==> config.mk <==
export PLATFORM = sky130hd
export DESIGN_NAME = cla_share_arbiter
export DESIGN_NICKNAME = d
export VERILOG_FILES = /design/src/rtl/cla_share_arbiter_pkg.sv /design/src/rtl/cla_adder.sv /design/src/rtl/cla_share_arbiter_rr_arbiter.sv /design/src/rtl/cla_share_arbiter.sv
export SDC_FILE = /design/constraint.sdc
export NUM_CORES = 1
export LEC_CHECK = 0
export CELL_PAD_IN_SITES_DETAIL_PLACEMENT = 2
export CELL_PAD_IN_SITES_GLOBAL_PLACEMENT = 2
export CORE_MARGIN = 2
export CORE_UTILIZATION = 19
export CTS_CLUSTER_SIZE = 14
export DETAILED_ROUTE_END_ITERATION = 10
export PLACE_DENSITY_LB_ADDON = 0.12
export SYNTH_ARGS = -nofsm -noshare
export SYNTH_HDL_FRONTEND = slang
export SYNTH_SLANG_ARGS = --single-unit
==> constraint.sdc <==
create_clock -name clk -period 8 [get_ports clk]
set_clock_uncertainty 0.05 [all_clocks]
set_input_delay 2 -clock clk [delete_from_list [all_inputs] [get_ports clk]]
set_output_delay 2 -clock clk [all_outputs]
set_load 0.02 [all_outputs]
==> src/rtl/cla_share_arbiter_pkg.sv <==
// Shared FPU adder definitions: adder width, operand bundle and response states.
package cla_share_arbiter_pkg;

  localparam int MANT_W = 33;

  // One requester's operation as presented to the shared adder.
  typedef struct packed {
    logic [MANT_W-1:0] a;
    logic [MANT_W-1:0] b;
    logic              cin;
    logic              sub;
  } add_req_t;

  // Occupancy of the one-entry response buffer.
  typedef enum logic {
    RSP_EMPTY = 1'b0,
    RSP_FULL  = 1'b1
  } rsp_state_t;

  // Ceiling log2 with a floor of 1, so a 2-requester arbiter still has a 1-bit ID.
  function automatic int clog2(input int n);
    int r;
    r = 0;
    while ((1 << r) < n) r++;
    if (r < 1) r = 1;
    return r;
  endfunction

endpackage

==> src/rtl/cla_adder.sv <==
// Parallel-prefix carry-lookahead adder shared by the FPU datapaths.
module cla_adder #(
  parameter int W = 33
) (
  input  logic [W-1:0] a,
  input  logic [W-1:0] b,
  input  logic         cin,
  output logic [W-1:0] sum,
  output logic         cout
);

  logic [W:0] carry;

  // Kogge-Stone prefix over generate/propagate, then fold carry-in into every bit.
  always_comb begin
    logic [W-1:0] p;
    logic [W-1:0] gk;
    logic [W-1:0] pk;
    logic [W-1:0] gn;
    logic [W-1:0] pn;
    p  = a ^ b;
    gk = a & b;
    pk = p;
    for (int d = 1; d < W; d = d * 2) begin
      gn = gk;
      pn = pk;
      for (int i = d; i < W; i++) begin
        gn[i] = gk[i] | (pk[i] & gk[i-d]);
        pn[i] = pk[i] & pk[i-d];
      end
      gk = gn;
      pk = pn;
    end
    carry[0] = cin;
    for (int i = 0; i < W; i++) begin
      carry[i+1] = gk[i] | (pk[i] & cin);
    end
    sum  = p ^ carry[W-1:0];
    cout = carry[W];
  end

endmodule

==> src/rtl/cla_share_arbiter_rr_arbiter.sv <==
// Round-robin arbiter: first active request at or above the pointer, wrapping.
module rr_arbiter #(
  parameter int N   = 4,
  parameter int IDW = 2
) (
  input  logic [N-1:0]   req,
  input  logic [IDW-1:0] ptr,
  input  logic           en,
  output logic [N-1:0]   grant,
  output logic [IDW-1:0] idx,
  output logic           any
);

  // Scan N slots starting at the pointer; the first hit wins when enabled.
  always_comb begin
    int k;
    logic found;
    grant = '0;
    idx   = '0;
    found = 1'b0;
    for (int i = 0; i < N; i++) begin
      k = int'(ptr) + i;
      if (k >= N) k = k - N;
      if (!found && req[k]) begin
        found = 1'b1;
        idx   = IDW'(k);
      end
    end
    any = found & en;
    if (any) grant[idx] = 1'b1;
  end

endmodule

==> src/rtl/cla_share_arbiter.sv <==
// One CLA shared by NUM_REQ requesters with a registered, ID-tagged response slot.
module cla_share_arbiter
  import cla_share_arbiter_pkg::*;
#(
  parameter int NUM_REQ = 4,
  parameter int ID_W    = 2
) (
  input  logic                      clk,
  input  logic                      rst,
  input  logic [NUM_REQ-1:0]        req_valid,
  output logic [NUM_REQ-1:0]        req_ready,
  input  logic [NUM_REQ*MANT_W-1:0] req_a,
  input  logic [NUM_REQ*MANT_W-1:0] req_b,
  input  logic [NUM_REQ-1:0]        req_cin,
  input  logic [NUM_REQ-1:0]        req_sub,
  output logic                      rsp_valid,
  input  logic                      rsp_ready,
  output logic [MANT_W-1:0]         rsp_sum,
  output logic                      rsp_cout,
  output logic [ID_W-1:0]           rsp_id
);

  rsp_state_t        state, state_next;
  logic [ID_W-1:0]   ptr;
  logic [ID_W-1:0]   win_idx;
  logic              win_any;
  logic              can_issue;
  logic              transfer;
  add_req_t          win_req;
  logic [MANT_W-1:0] b_cond;
  logic              cin_cond;
  logic [MANT_W-1:0] add_sum;
  logic              add_cout;

  assign can_issue = !rsp_valid || rsp_ready;
  assign transfer  = win_any;

  rr_arbiter #(
    .N   (NUM_REQ),
    .IDW (ID_W)
  ) u_rr (
    .req   (req_valid),
    .ptr   (ptr),
    .en    (can_issue && !rst),
    .grant (req_ready),
    .idx   (win_idx),
    .any   (win_any)
  );

  // Steer the winner's operands; subtraction becomes A + ~B + 1.
  always_comb begin
    win_req.a   = req_a[int'(win_idx)*MANT_W +: MANT_W];
    win_req.b   = req_b[int'(win_idx)*MANT_W +: MANT_W];
    win_req.cin = req_cin[win_idx];
    win_req.sub = req_sub[win_idx];
    b_cond      = win_req.sub ? ~win_req.b : win_req.b;
    cin_cond    = win_req.sub ? 1'b1 : win_req.cin;
  end

  cla_adder #(
    .W (MANT_W)
  ) u_cla (
    .a    (win_req.a),
    .b    (b_cond),
    .cin  (cin_cond),
    .sum  (add_sum),
    .cout (add_cout)
  );

  // Response-buffer state register.
  always_ff @(posedge clk) begin
    if (rst) state <= RSP_EMPTY;
    else     state <= state_next;
  end

  // Fill on any transfer; drain only when the consumer takes it and nothing replaces it.
  always_comb begin
    state_next = state;
    case (state)
      RSP_EMPTY: if (transfer) state_next = RSP_FULL;
      RSP_FULL:  if (!transfer && rsp_ready) state_next = RSP_EMPTY;
      default:   state_next = RSP_EMPTY;
    endcase
  end

  // The buffer is valid exactly while full.
  always_comb begin
    rsp_valid = (state == RSP_FULL);
  end

  // Capture the adder result and winner ID on each transfer.
  always_ff @(posedge clk) begin
    if (rst) begin
      rsp_sum  <= '0;
      rsp_cout <= 1'b0;
      rsp_id   <= '0;
    end else if (transfer) begin
      rsp_sum  <= add_sum;
      rsp_cout <= add_cout;
      rsp_id   <= win_idx;
    end
  end

  // Priority rotates to just past the last winner.
  always_ff @(posedge clk) begin
    if (rst) begin
      ptr <= '0;
    end else if (transfer) begin
      if (win_idx == ID_W'(NUM_REQ - 1)) ptr <= '0;
      else                               ptr <= win_idx + 1'b1;
    end
  end

endmodule

==> results.json, run 1 <==
{
  "path_cells": "clkdlybuf4s50_1 -> nor2b_1 -> or4_1 -> and2_4 -> inv_4 -> buf_12 -> ha_1 -> and2_1 -> clkdlybuf4s50_1",
  "cp.depth": 9,
  "grt-ovfl-total": 0,
  "hold_path_class": "reg2reg",
  "status": "finished, final reports clean",
  "wirelength_um": 30600,
  "power.combinational.fraction_pct": 83.7,
  "netlist_area_mm2": 0.00549,
  "synth_cell_type_count": 55,
  "worst_pin_slew_ns": 1.15,
  "n_antenna_cell": 0,
  "cp-endpoint": "req_ready[1]",
  "maxSlewViolCount": 0,
  "cpMaxStageDelayCell": "or4_1",
  "synth_top_flop_cell": "dfxtp_1",
  "synth.ff_latch_count": 39,
  "vias": 7256,
  "rrSetupSlack_ns": 2.69,
  "syn_area_per_cell_um2": 6.20,
  "async_flop_share_pct": 0,
  "critPathMaxStageDelay_ns": 0.65,
  "worstPathMaxFanout": 44,
  "cpMostUsedCell": "clkdlybuf4s50_1",
  "reg2reg_to": "rsp_sum[29]",
  "postRouteAntennaNets": 0,
  "synth-edff-count": 0,
  "worstRegToRegCells": 19,
  "numPortBuffers": 319,
  "htree_levels": 2,
  "io_pins": 320,
  "clk_pin_slew_ns": 0.06,
  "cts.sink_count": 39,
  "period_minus_slack_ns": 7.27,
  "grt_pass1_vias": 8003,
  "area.growth.synth_to_final_pct": 68.2,
  "fmax_ghz": 0.138,
  "synth_nets": 1202,
  "startpoint_type": "input pin",
  "cts_root_buf": "clkbuf_16",
  "rsz0062_at_grt": "false",
  "finalNetCount": 1480,
  "synth_top_area_share_pct": 20.0,
  "die_area_mm2": 0.0303,
  "arrival_ns": 5.22,
  "grt_pass1_wl_um": 47100,
  "grt_max_degree": 72,
  "synth_area_leaders": "nand2_1 20%, dfxtp_1 14%, ha_1 8.4%",
  "hold_violations": 0,
  "core_area_mm2": 0.0285,
  "fillers": 3452,
  "p_clk_share_pct": 6.3,
  "avgViaCountPerCell": 4.69,
  "cp.buffers_inverters": 4,
  "p_sw_share_pct": 53.6,
  "num_rows": 62,
  "synthTopCellsByCount": "293 x nand2_1, 67 x and3_1, 66 x a31oi_1",
  "final_util_pct": 32.3,
  "drt_iter0_drc": 233,
  "crit_path_start": "req_valid[1]",
  "yosysSeqAreaShare_pct": 14.2,
  "die_w_um": 174,
  "clock_path_buffers": 2,
  "drc_errors": 0,
  "slew_headroom_pct": 23.4,
  "worstHoldStart": "rsp_sum[16]",
  "place.gp.congestion": 0.870,
  "multiInputGateArea_mm2": 0.00443,
  "die_h_um": 174,
  "setup_viol": 0,
  "detailed_place_hpwl_um": 25900,
  "antenna_found_initial": 1,
  "worstSetupEndpointType": "output port",
  "seqCellArea_um2": 781,
  "cts_setup_buffers": 0,
  "period_share_pct": 90.9,
  "synth_most_common_cell": "nand2_1",
  "p_switching_w": 0.00174,
  "maxCapViolCount": 0,
  "cts_resized": 0,
  "grt_usage_pct": 19.9,
  "ys_warn_count": 0,
  "drive_gt1_share_pct": 3.61,
  "clk_latency_ns": 0.29,
  "cellLeakagePower_nw": 3.88,
  "final.setup.tns_ns": 0,
  "cell_internal_pwr_w": 0.00150,
  "wl_per_cell_um": 19.8,
  "power.density_mw_per_mm2": 351,
  "crit_required_ns": 5.95,
  "vdd_drop_max_mv": 0.0952,
  "synthCells": 885,
  "numCtsBuffers": 5,
  "path_class": "in2out",
  "crit_family": "buffers and inverters",
  "hold_buffers": 0,
  "first_pass_iters": 4,
  "seqPwrFrac_pct": 9.9,
  "start_util_pct": 19.2,
  "synth_top_cell_by_area": "nand2_1",
  "cts_tree": "yes",
  "worst_r2r_startpoint": "ptr[0]"
}
-- registers in the layout, summed over array words and instances (netlist names) --
name	flops
ptr	2
rsp_sum	33
rsp_valid	1
rsp_cout	1
rsp_id	2
-- stage by stage --
step / power [W] / worst slack [ns] / cells / instance area (um^2) / hold slack [ns]
after global placement: 0.00302 / 0.583 / 1540 / 9080 / 0.397
after floorplan: 0.00209 / 1.65 / 885 / 5490 / 0.432
after global routing: 0.00357 / 0.310 / 1548 / 9230 / 0.445
final: 0.00324 / 0.729 / 1548 / 9230 / 0.414
after detailed placement: 0.00306 / 0.460 / 1540 / 9080 / 0.406
after CTS: 0.00329 / 0.706 / 1548 / 9230 / 0.415
-- cell usage in the layout, fill, tap and decap left out, types with 6 or more instances in the layout --
cell / n
clkdlybuf4s50_1: 319
nand2_1: 292
and3_1: 67
a31oi_1: 66
nand3_1: 48
xor2_1: 39
dfxtp_1: 39
ha_1: 37
a21oi_1: 34
o21ai_0: 33
xnor2_1: 22
nor2_1: 20
a21o_1: 17
buf_4: 16
inv_1: 13
o21ai_1: 9
nor2b_1: 6
-- worst min-delay path by stage --
stage	endpoint	slack, ns	cells past startpoint
detailed placement	rsp_sum[16]	0.41	2
floorplan	ptr[0]	0.43	2
global route	rsp_sum[16]	0.44	2
CTS	rsp_sum[16]	0.41	2
global placement	rsp_sum[16]	0.40	2
finish	rsp_sum[16]	0.41	2
-- worst min-delay path, cell delays in order, from the launching register on --
cell	delay [ns]
dfxtp_1	0.31
nand3_1	0.06
nand2_1	0.05
-- per-layer routing --
layer | GRT usage [%] | share of wire, % | vias up | wire length [um]
met4 | 3.01 | 0.88 | 2 | 269
li1 | - | - | 3633 | -
met3 | 3.78 | 5.6 | 16 | 1720
met1 | 27.2 | 48 | 3408 | 14700
met5 | 0 | 0.039 | - | 12
met2 | 33.1 | 45 | 197 | 13900
-- power groups by stage --
stage          clock network [W]  logic (W)  registers [W]
6_report                0.000206    0.00271       0.000322
2_1_floorplan                  0    0.00169       0.000398
5_1_grt                 0.000220    0.00302       0.000334
3_3_place_gp                   0    0.00269       0.000324
4_1_cts                 0.000212    0.00275       0.000324
3_5_place_dp                   0    0.00273       0.000328
-- area by class of cell --
cell class                 count  area share, %
inverter                      16          0.678
clock buffer                   5           1.36
multi-input combinational    765           47.9
timing repair buffer         336           36.1
tap                          384           5.20
clock inverter                 3          0.258
sequential                    39           8.46
-- cell families after synthesis --
logic type	share of synthesized area (%)
adder cells (fa/ha/maj)	8.80
AO/OA/AOI/OAI	23.3
AND/OR/NAND/NOR	38.1
multiplexers	0.182
buffers and inverters	5.70
flip-flops	14.2
XOR/XNOR	9.73
(Power assumes the default switching activity.)
==> run 2, diff against run 1 <==
Settings changed: SLEW_MARGIN set to 10.
==> results of run 2 <==
Same layout as run 1: the final DEF is identical, and so are final timing and power.
==> run 3, diff against run 2 <==
Settings changed: CORE_MARGIN 2 to 1.
==> run 3 against run 2 <==
Net effect: combinational power barely moved; core utilization rose by 0.50 points; sequential share of layout area barely moved; flip-flop and latch count did not move; wire length rose by 0.44%; final cell count fell by 0.32%; clock-buffer cell count rose by 1; power fell by 0.10%; first-iteration DRC count rose by 37%; critical path depth rose by 1; critical endpoint unchanged.
==> results.json, run 3 (synthesis gave the netlist of run 1 again) <==
{
  "wl_per_cell_um": 19.9,
  "drc_errors": 0,
  "crit_required_ns": 5.95,
  "cts_tree": "yes",
  "die_w_um": 172,
  "finalNetCount": 1481,
  "startpoint_type": "input pin",
  "worstPathMaxFanout": 31,
  "rsz0062_at_grt": "false",
  "period_minus_slack_ns": 7.34,
  "status": "finished, final reports clean",
  "maxSlewViolCount": 0,
  "fillers": 3405,
  "power.density_mw_per_mm2": 351,
  "reg2reg_to": "rsp_sum[31]",
  "grt_max_degree": 72,
  "hold_buffers": 0,
  "avgViaCountPerCell": 4.71,
  "final_common_cell": "clkdlybuf4s50_1",
  "rrSetupSlack_ns": 2.68,
  "worst_r2r_startpoint": "ptr[0]",
  "die_h_um": 172,
  "vias": 7262,
  "antenna_found_initial": 0,
  "cp-endpoint": "req_ready[1]",
  "largest_register_ffs": 33,
  "final.setup.tns_ns": 0,
  "area.growth.synth_to_final_pct": 68.0,
  "largestRegisters": "rsp_sum: 33 flops, ptr: 2 flops, rsp_id: 2 flops",
  "hold_path_class": "reg2reg",
  "fmax_ghz": 0.136,
  "period_share_pct": 91.7,
  "grt_pass1_wl_um": 46100,
  "cts_resized": 0,
  "cts_setup_buffers": 0,
  "maxCapViolCount": 0,
  "first_pass_iters": 4,
  "drive_gt1_share_pct": 3.61,
  "clk_pin_slew_ns": 0.06,
  "slew_headroom_pct": 22.6,
  "grt-ovfl-total": 0,
  "place.gp.congestion": 0.877,
  "most-common-layout-cells": "319 x clkdlybuf4s50_1, 292 x nand2_1, 67 x and3_1",
  "grt_usage_pct": 20.7,
  "vdd_drop_max_mv": 0.0942,
  "die_area_mm2": 0.0296,
  "grt_pass1_vias": 7756,
  "numPortBuffers": 319,
  "worstSetupEndpointType": "output port",
  "cts_root_buf": "clkbuf_16",
  "setup_viol": 0,
  "cellLeakagePower_nw": 3.89,
  "regMostFlops": "rsp_sum",
  "htree_levels": 2,
  "postRouteAntennaNets": 0,
  "crit_path_start": "req_valid[1]",
  "clock_path_buffers": 2,
  "worst_pin_slew_ns": 1.16,
  "drt_iter0_drc": 320,
  "core_area_mm2": 0.0281,
  "hold_violations": 0,
  "detailed_place_hpwl_um": 26200,
  "arrival_ns": 5.29,
  "dp_worst_setup_slack_ns": 0.487,
  "clk_latency_ns": 0.28,
  "start_util_pct": 19.5,
  "num_rows": 61,
  "numCtsBuffers": 5,
  "cts.sink_count": 39,
  "wirelength_um": 30800,
  "path_class": "in2out",
  "fin_ws_ns": 0.661,
  "io_pins": 320,
  "n_antenna_cell": 0,
  "worstRegToRegCells": 19
}
## run 3: cell types whose count changed in the layout (fill, tap and decap cells not counted), sizes merged
cell      delta
buf          +1
clkbuf       +1
clkinv       +1
clkinvlp     -1
inv          -1
## run 3: power breakdown
part	switching, W	total [W]	internal, W
Clock	0.0000836	0.000199	0.000115
Sequential	0.0000439	0.000321	0.000277
Combinational	0.00160	0.00272	0.00112
Total	0.00173	0.00324	0.00151
## run 3: worst min-delay path by stage
| stage | from | to | slack, ns | depth (start not counted) |
|---|---|---|---|---|
| after floorplan | ptr[0] | ptr[0] | 0.43 | 2 |
| after global placement | rsp_sum[23] | rsp_sum[23] | 0.40 | 2 |
| after detailed placement | rsp_sum[16] | rsp_sum[16] | 0.41 | 2 |
| after CTS | rsp_sum[16] | rsp_sum[16] | 0.42 | 2 |
| after global routing | rsp_sum[15] | rsp_sum[15] | 0.45 | 2 |
| final | rsp_sum[16] | rsp_sum[16] | 0.41 | 2 |
## run 3: cell type report
type	count	area [um^2]	share of cell area, %
tap	378	473	5.13
multi-input combinational	765	4430	48.0
clock inverter	2	12.5	0.136
sequential	39	781	8.46
clock buffer	6	129	1.40
timing repair buffer	337	3340	36.2
inverter	16	62.6	0.678
## run 3: per-stage QoR
step                      hold slack [ns]  power, W  instance area (um^2)  util, %  cells
after floorplan                     0.432   0.00209                  5490        -    885
after global placement              0.404   0.00302                  9080     32.3   1535
after detailed placement            0.411   0.00306                  9080     32.3   1535
after CTS                           0.419   0.00328                  9220     32.8   1543
after global routing                0.449   0.00356                  9220     32.8   1543
final                               0.413   0.00324                  9220     32.8   1543
## run 3: critical path, stage by stage
cell and delay [ns]:
clkdlybuf4s50_1 0.53, nor2b_1 0.09, or4_1 0.66, and2_4 0.34
inv_4 0.29, buf_12 0.22, buf_4 0.24, ha_1 0.16
and2_1 0.12, clkdlybuf4s50_1 0.61
## run 3: layer usage
layer	global-route usage, %	share of wire, %	vias up
li1	-	-	3634
met4	3.39	1.1	0
met1	29.6	50	3398
met3	3.02	5.1	18
met5	0	0	-
met2	33.0	44	212
